===== config.mk =====
export PLATFORM = sky130hd
export DESIGN_NAME = mcp_instr_encoder
export DESIGN_NICKNAME = d
export VERILOG_FILES = /design/src/rtl/mcp_instr_encoder.sv
export SDC_FILE = /design/constraint.sdc
export NUM_CORES = 1
export LEC_CHECK = 0
export BUFFER_PORTS_ARGS = -buffer_cell sky130_fd_sc_hd__clkbuf_2
export CORE_MARGIN = 5
export CORE_UTILIZATION = 30
export CTS_CLUSTER_DIAMETER = 50
export DETAILED_ROUTE_END_ITERATION = 6
export PLACE_DENSITY_LB_ADDON = 0.1
export SKIP_CTS_REPAIR_TIMING = 1
export SYNTH_ARGS = -nofsm -noshare
export SYNTH_HDL_FRONTEND = slang
export SYNTH_SLANG_ARGS = --single-unit

===== constraint.sdc =====
create_clock -name clk -period 3.46 [get_ports clk]
set_input_delay 0.692 -clock clk [delete_from_list [all_inputs] [get_ports clk]]
set_output_delay 0.692 -clock clk [all_outputs]
set_load 0.005 [all_outputs]

===== src/rtl/mcp_instr_encoder.sv =====
// Packs MIPS R/I/J instruction fields into 32-bit words, buffers them in a small FIFO
// and emits them with a running byte address. Optional macro: MCP_ENC_CHECK_EN.
module mcp_instr_encoder #(
  parameter int              WL        = 32,
  parameter int              DEPTH     = 4,
  parameter logic [WL-1:0]   BASE_ADDR = '0
) (
  input  logic          clk,
  input  logic          rst,
  input  logic [1:0]    fmt,
  input  logic [5:0]    opcode,
  input  logic [4:0]    rs,
  input  logic [4:0]    rt,
  input  logic [4:0]    rd,
  input  logic [4:0]    shamt,
  input  logic [5:0]    funct,
  input  logic [15:0]   Imm,
  input  logic [25:0]   jumpt,
  input  logic          in_valid,
  output logic          in_ready,
  output logic [WL-1:0] out_data,
  output logic [WL-1:0] out_addr,
  output logic          out_valid,
  input  logic          out_ready,
  output logic [7:0]    err_cnt
);

  localparam int            AW      = $clog2(DEPTH);
  localparam logic [AW:0]   LP_FULL = (AW+1)'(DEPTH);

  localparam logic [1:0] FMT_R = 2'b00;
  localparam logic [1:0] FMT_I = 2'b01;
  localparam logic [1:0] FMT_J = 2'b10;

  logic [WL-1:0] r_mem [DEPTH];
  logic [AW-1:0] r_wr_ptr;
  logic [AW-1:0] r_rd_ptr;
  logic [AW:0]   r_count;
  logic [WL-1:0] r_addr;
  logic [7:0]    r_err_cnt;

  logic [WL-1:0] w_word;
  logic          w_reject;
  logic          w_full;
  logic          w_empty;
  logic          w_accept;
  logic          w_push;
  logic          w_pop;

  // Field packing; fields not used by the selected format are ignored.
  always_comb begin
    w_word = '0;
    case (fmt)
      FMT_R:   w_word = WL'({opcode, rs, rt, rd, shamt, funct});
      FMT_I:   w_word = WL'({opcode, rs, rt, Imm});
      FMT_J:   w_word = WL'({opcode, jumpt});
      default: w_word = '0;
    endcase
  end

  always_comb begin
    w_reject = (fmt == 2'b11);
`ifdef MCP_ENC_CHECK_EN
    if (fmt == FMT_R && opcode != 6'h00) w_reject = 1'b1;
    if ((fmt == FMT_I || fmt == FMT_J) && opcode == 6'h00) w_reject = 1'b1;
    if (fmt == FMT_J && opcode != 6'h02 && opcode != 6'h03) w_reject = 1'b1;
`endif
  end

  // Handshake: a bundle transfers on in_valid && in_ready, a word on out_valid && out_ready,
  // both at the rising edge. in_ready depends only on occupancy, so a full FIFO refuses
  // input even while the head is being popped, and a pushed word is poppable one edge later.
  assign w_full   = (r_count == LP_FULL);
  assign w_empty  = (r_count == '0);
  assign w_accept = in_valid && !w_full;
  assign w_push   = w_accept && !w_reject;
  assign w_pop    = !w_empty && out_ready;

  always_ff @(posedge clk) begin
    if (w_push) begin
      r_mem[r_wr_ptr] <= w_word;
    end
  end

  always_ff @(posedge clk) begin
    if (rst) begin
      r_wr_ptr  <= '0;
      r_rd_ptr  <= '0;
      r_count   <= '0;
      r_addr    <= BASE_ADDR;
      r_err_cnt <= '0;
    end else begin
      if (w_push) begin
        r_wr_ptr <= r_wr_ptr + 1'b1;
      end
      if (w_pop) begin
        r_rd_ptr <= r_rd_ptr + 1'b1;
        r_addr   <= r_addr + WL'(4);
      end
      case ({w_push, w_pop})
        2'b10:   r_count <= r_count + 1'b1;
        2'b01:   r_count <= r_count - 1'b1;
        default: r_count <= r_count;
      endcase
      if (w_accept && w_reject && r_err_cnt != 8'hFF) begin
        r_err_cnt <= r_err_cnt + 8'd1;
      end
    end
  end

  // Head is masked while empty so stale or uninitialised entries never show.
  assign out_data  = w_empty ? '0 : r_mem[r_rd_ptr];
  assign out_addr  = r_addr;
  assign out_valid = !w_empty;
  assign in_ready  = !w_full;
  assign err_cnt   = r_err_cnt;

endmodule


==> results by group, run 1 <==
Job
  – Maxcap violations: 0

Status
  – Status: finished, final reports clean

STA
  – Fin crit share: 0.777
  – Slew Viols, Final: 0
  – Fin Setup TNS: 0 ns
  – RSZ-0062 raised after global routing: no
  – Fin. Hold Viols: 0
  – Max_slew headroom: 0.541
  – Achievable frequency: 0.372 GHz
  – Min cycle time layout: 2.69 ns
  – Final setup fails: 0
  – Clk_skew: 0.0136 ns
  – Slew @ Worst Pin: 0.688 ns

Cells and area
  – # nets final: 806
  – Final core utilization: 0.373
  – Antenna Cells: 0
  – Layout cells sized above 1: 0.328
  – Synth-to-Final Area Change: 22.7%

Logic synthesis
  – Async SR Flop Fraction: 0
  – Cells after synthesis: 570
  – Mean post-synth cell area: 13.4 sq um
  – Synth Warn #: 0
  – Unique cell type count in the Yosys netlist: 43
  – Seq/Total Area, Yosys: 0.625
  – Top_reg_cell synth: edfxtp_1
  – Cell area after synthesis: 0.00765 sq mm
  – Post-synth EDFFs: 128
  – FF+latch count, synth: 175

Detailed routing
  – Starting DRT DRC Count: 285
  – Via count: 5110
  – Avg Vias per Cell: 4.82
  – DRC viols: 0
  – Post-Route WL: 18.6 mm
  – Wirelength per Cell: 17.5 um
  – Final ANT Viol Nets: 0
  – Pre-antenna DRT Iters: 4

Critical path
  – Crit Reg-Reg Startpoint: r_count[2]$_SDFFE_PP0P_
  – Required time worst endpoint: 2.77 ns
  – CP startpoint kind: register
  – Crit path max fanout: 21
  – Crit path DAT: 2.00 ns
  – FF-to-FF path depth: 10
  – Worst setup path class: register to output pin
  – CP endpoint kind: output pin

CTS
  – CTS tree: yes
  – Clock Latency Late Sink: 0.42 ns
  – H-tree levels: 4
  – CTS root buffer: clkbuf_16
  – Total CTS buffers: 17
  – Clock buffer depth: 2
  – CTS clk-pin slew, worst paths: 0.08 ns
  – CTS sink cnt: 175

Pwr
  – Clock power frac: 0.325
  – Sw Ratio: 0.292
  – Peak supply drop: 0.245 mV
  – Cell Pwr Density: 623 mW/mm^2
  – P_int: 0.00414 W
  – P_leak: 3.41 nW
  – Logic pwr share: 0.244
  – Sequential Power Share: 0.430
  – Psw: 0.00171 W
  – Power, Total: 0.00585 W

Min path
  – Hold path start: out_addr[31]$_SDFFE_PP0P_
  – Worst hold path depth: 2
  – HP Class: register to register

Die
  – Die width: 170 um
  – Core area: 0.0252 sq mm
  – FP Rows: 58
  – Die height: 170 um
  – Num ports: 154
  – Initial Util: 0.304
  – Die ar.: 0.0288 sq mm

Place
  – Global placer's final weighted congestion: 0.758
  – DP HPWL: 12.6 mm
  – Port Buffers: 151

Global route
  – Largest net degree at the start of global routing: 34
  – Tot GR Track Use: 0.129
  – Grt ovf: 0
  – Initial antenna violation count: 0
  – Vias in the first global route: 5334
  – First-pass GRT wire length: 28.9 mm
registers in the layout, summed over array words and instances (netlist names), named ones only:
register  flops
r_mem       128
out_addr     30
err_cnt       8
r_count       3
r_rd_ptr      2
r_wr_ptr      2
worst max-delay path: stages (launching register included):
cell and delay, ns:
dfxtp_2 0.71, buf_4 0.29, mux4_2 0.30, nor2b_1 0.16, clkbuf_2 0.14
cells in the final DEF, fill, tap and decap left out, drive strengths merged, types with 11 or more instances in the layout:
cell / synthesis / layout
mux4: 32 / 32
o31ai: 19 / 19
dfxtp: 47 / 47
mux2i: 17 / 17
or4: 21 / 21
a21oi: 26 / 26
nor2: 18 / 18
nand2: 43 / 43
nand3: 13 / 13
buf: 12 / 12
edfxtp: 128 / 128
clkbuf: 23 / 168
nor2b: 34 / 34
inv: 25 / 34
o21ai: 33 / 33
and2: 11 / 11
power by group through the flow:
stage                     Combinational, W  Sequential (W)  Clock (W)
final                              0.00143         0.00252    0.00190
after global routing               0.00160         0.00254    0.00205
after detailed placement           0.00150         0.00257          0
after global placement             0.00148         0.00256          0
after CTS                          0.00150         0.00252    0.00196
after floorplan                   0.000909         0.00253          0
kinds of logic after synthesis:
family / Yosys count / synth area share
AO/OA/AOI/OAI: 84 / 0.0649
adder cells (fa/ha/maj): 8 / 0.0141
AND/OR/NAND/NOR: 177 / 0.129
buffers and inverters: 61 / 0.0329
XOR/XNOR: 14 / 0.0160
multiplexers: 50 / 0.118
other: 1 / 0.000490
flip-flops: 175 / 0.625
synth_stat cells, types with 6 or more instances:
cell,number,area [sq um]
nand3_1,13,65.1
ha_1,7,87.6
inv_1,25,93.8
xnor2_1,7,61.3
and2_1,11,68.8
nor2_1,18,67.6
and3_1,7,43.8
nand2_1,43,161
a21oi_1,26,130
xor2_1,7,61.3
or3_1,7,43.8
dfxtp_1,47,941
o31ai_1,18,135
mux2i_1,17,170
o21ai_0,33,165
clkbuf_1,23,86.3
buf_2,6,30.0
edfxtp_1,128,3840
nor2b_1,34,213
mux4_2,32,721
or4_1,21,158
layer usage:
metal / GRT usage / wire, um
met1: 0.157 / 7830
met2: 0.230 / 9680
met3: 0.0291 / 839
met4: 0.0375 / 206
met5: 0 / 0
path summary, 6_finish.rpt:
kind	end	slack [ns]
setup / recovery	out_data[23]	0.77
hold / removal	out_addr[31]$_SDFFE_PP0P_	0.50
setup reg to reg	r_count[2]$_SDFFE_PP0P_	0.79
hold reg to reg	out_addr[31]$_SDFFE_PP0P_	0.50
metrics by stage:
step	instance area (sq um)	hold slack [ns]	setup WS, ns	cells
floorplan	7660	0.468	0.772	571
global placement	8800	0.467	0.643	1029
detailed placement	8800	0.485	0.550	1029
CTS	9390	0.500	0.666	1061
global route	9390	0.522	0.554	1061
finish	9390	0.505	0.770	1061
area by class of cell:
cell class,count,area (sq um)
clock buffers,17,425
clock inverters,15,164
fillers,2442,15800
inverters,26,97.6
multi-input cells,335,2630
flip-flops and latches,175,4790
well taps,330,413
repair buffers,163,871
No activity file was read; power rests on OpenSTA's default activity.
==> run 2: changes to the inputs <==
==> constraint.sdc (replaced) <==
create_clock -name clk -period 2.25 [get_ports clk]
set_input_delay 0.45 -clock clk [delete_from_list [all_inputs] [get_ports clk]]
set_output_delay 0.45 -clock clk [all_outputs]
set_load 0.005 [all_outputs]
==> run 2 against run 1 <==
  * Combinational power up 78%
  * Largest cell class unchanged
  * Final cell count up 2.4%
  * Highest routed layer unchanged
  * Global-route usage about the same
  * Routed wire length down 0.58%
  * Non-clock buffer count up 26
  * Utilization up 1.5 points
  * Power up 59%
  * Sequential power up 54%
  * Critical path type unchanged
  * Hold slack worse by 0.12 ns
==> results by group, run 2 (same netlist as run 1, synthesis figures left out) <==
CTS
  – Total CTS buffers: 17
  – CTS root buffer: clkbuf_16
  – Clock Latency Late Sink: 0.42 ns
  – H-tree levels: 4
  – CTS sink cnt: 175
  – CTS clk-pin slew, worst paths: 0.07 ns
  – CTS tree: yes
  – Clock buffer depth: 2

Place
  – Port Buffers: 151
  – Global placer's final weighted congestion: 0.807
  – Setup slack at placement: -0.101 ns
  – Placed cells: 1053
  – DP HPWL: 13.1 mm

Pwr
  – Peak supply drop: 0.633 mV
  – P_leak: 3.57 nW
  – Cell Pwr Density: 954 mW/mm^2

Cells and area
  – Seq. cell area: 0.00479 sq mm
  – Most common cell after layout, fill and taps aside: clkbuf_2
  – Biggest register: r_mem
  – Area occupied by multi-input gates: 0.00267 sq mm
  – # nets final: 832
  – Final Instance Count excl. Fillers: 1086
  – Max reg flops: 128
  – Fillers: 2435
  – Layout cells sized above 1: 0.362
  – Synth-to-Final Area Change: 27.6%
  – Antenna Cells: 0
  – Most frequent cells in the layout: clkbuf_2, edfxtp_1, dfxtp_1

Critical path
  – Critical Path End: out_data[29]
  – Cell Chain, Critical Path: clkbuf_16 -> mux4_2 -> nor2b_1 -> clkbuf_2
  – Worst setup path class: register to output pin
  – Crit-path max cell delay: 0.50 ns
  – Slowest CP cell: mux4_2
  – Crit Reg-Reg Startpoint: r_count[0]$_SDFFE_PP0P_
  – R2r endpoint: r_count[2]$_SDFFE_PP0P_
  – Crit path max fanout: 11
  – CP endpoint kind: output pin
  – CP startpoint kind: register
  – Crit path DAT: 1.79 ns
  – R2r setup slk: 0.07 ns
  – Required time worst endpoint: 1.80 ns
  – FF-to-FF path depth: 10

Global route
  – Initial antenna violation count: 0
  – Busiest grt layer: met2
  – Met3 track utilization from global routing: 0.0333
  – First-pass GRT wire length: 29.0 mm
  – Met2 usage: 0.206
  – Grt ovf: 0
  – Met1 Use GR: 0.173
  – Vias in the first global route: 5393
  – Largest net degree at the start of global routing: 34
  – Tot GR Track Use: 0.129

Detailed routing
  – Pre-antenna DRT Iters: 4
  – Via count: 5141
  – Final ANT Viol Nets: 0
  – Post-Route WL: 18.5 mm
  – Wirelength per Cell: 17.0 um
  – Starting DRT DRC Count: 267
  – Avg Vias per Cell: 4.73
  – DRC viols: 0

STA
  – Fin crit share: 0.995
  – Fin. Hold Viols: 0
  – Min cycle time layout: 2.24 ns
  – Final setup fails: 0
  – RSZ-0062 raised after global routing: yes
  – Clk_skew: 0.00976 ns
  – Achievable frequency: 0.447 GHz
  – Max_slew headroom: 0.475
  – Worst setup margin: 0.0107 ns
  – Slew @ Worst Pin: 0.779 ns
  – Fin Setup TNS: 0 ns
  – Slew Viols, Final: 0

Die
  – FP Rows: 58
  – Core area: 0.0252 sq mm
  – Num ports: 154
  – Die ar.: 0.0288 sq mm
  – Initial Util: 0.304
  – Die width: 170 um
  – Die height: 170 um

Min path
  – HP Class: primary input to register
  – Worst hold path depth: 2

Job
  – Maxcap violations: 0

Status
  – Status: finished, final reports clean
-- run 2: final cells by class --
class / count / share of cell area
Sequential cell: 175 / 0.491
Multi-Input combinational cell: 335 / 0.273
Tap cell: 330 / 0.0423
Clock inverter: 14 / 0.0163
Clock buffer: 17 / 0.0436
Timing Repair Buffer: 189 / 0.124
Inverter: 26 / 0.00999
-- run 2: worst min-delay path by stage --
| stage | startpoint | endpoint | slack, ns |
|---|---|---|---|
| after floorplan | out_addr[31]$_SDFFE_PP0P_ | out_addr[31]$_SDFFE_PP0P_ | 0.47 |
| after global placement | out_addr[17]$_SDFFE_PP0P_ | out_addr[17]$_SDFFE_PP0P_ | 0.48 |
| final | rst | r_count[2]$_SDFFE_PP0P_ | 0.38 |
| after global routing | rst | r_count[2]$_SDFFE_PP0P_ | 0.38 |
| after CTS | rst | err_cnt[3]$_SDFFE_PP0P_ | 0.36 |
| after detailed placement | out_addr[17]$_SDFFE_PP0P_ | out_addr[17]$_SDFFE_PP0P_ | 0.49 |
-- run 2: routing by layer --
metal	share of wire	vias to the layer above
met5	0	-
met1	0.47	2490
met2	0.46	143
li1	-	2495
met3	0.058	13
met4	0.012	0
-- run 2: power breakdown --
group / internal (W) / leakage, nW / switching [W]
combinational: 0.00130 / 1.73 / 0.00126
sequential: 0.00374 / 1.56 / 0.000125
clock: 0.00165 / 0.280 / 0.00124
-- run 2: per-stage QoR --
step	area, sq um	utilization	power (W)	hold WS, ns
floorplan	7670	-	0.00529	0.468
global route	9760	0.388	0.00986	0.377
CTS	9690	0.385	0.00940	0.365
detailed placement	9100	0.361	0.00647	0.486
finish	9760	0.388	0.00931	0.384
global placement	9100	0.361	0.00643	0.481
-- run 2: worst max-delay path: cells and delay by family, from the launching register on --
kind / cells / cell delay (ns)
multiplexers: 1 / 0.50
AND/OR/NAND/NOR: 1 / 0.15
flip-flops: 1 / 0.40
buffers and inverters: 2 / 0.32
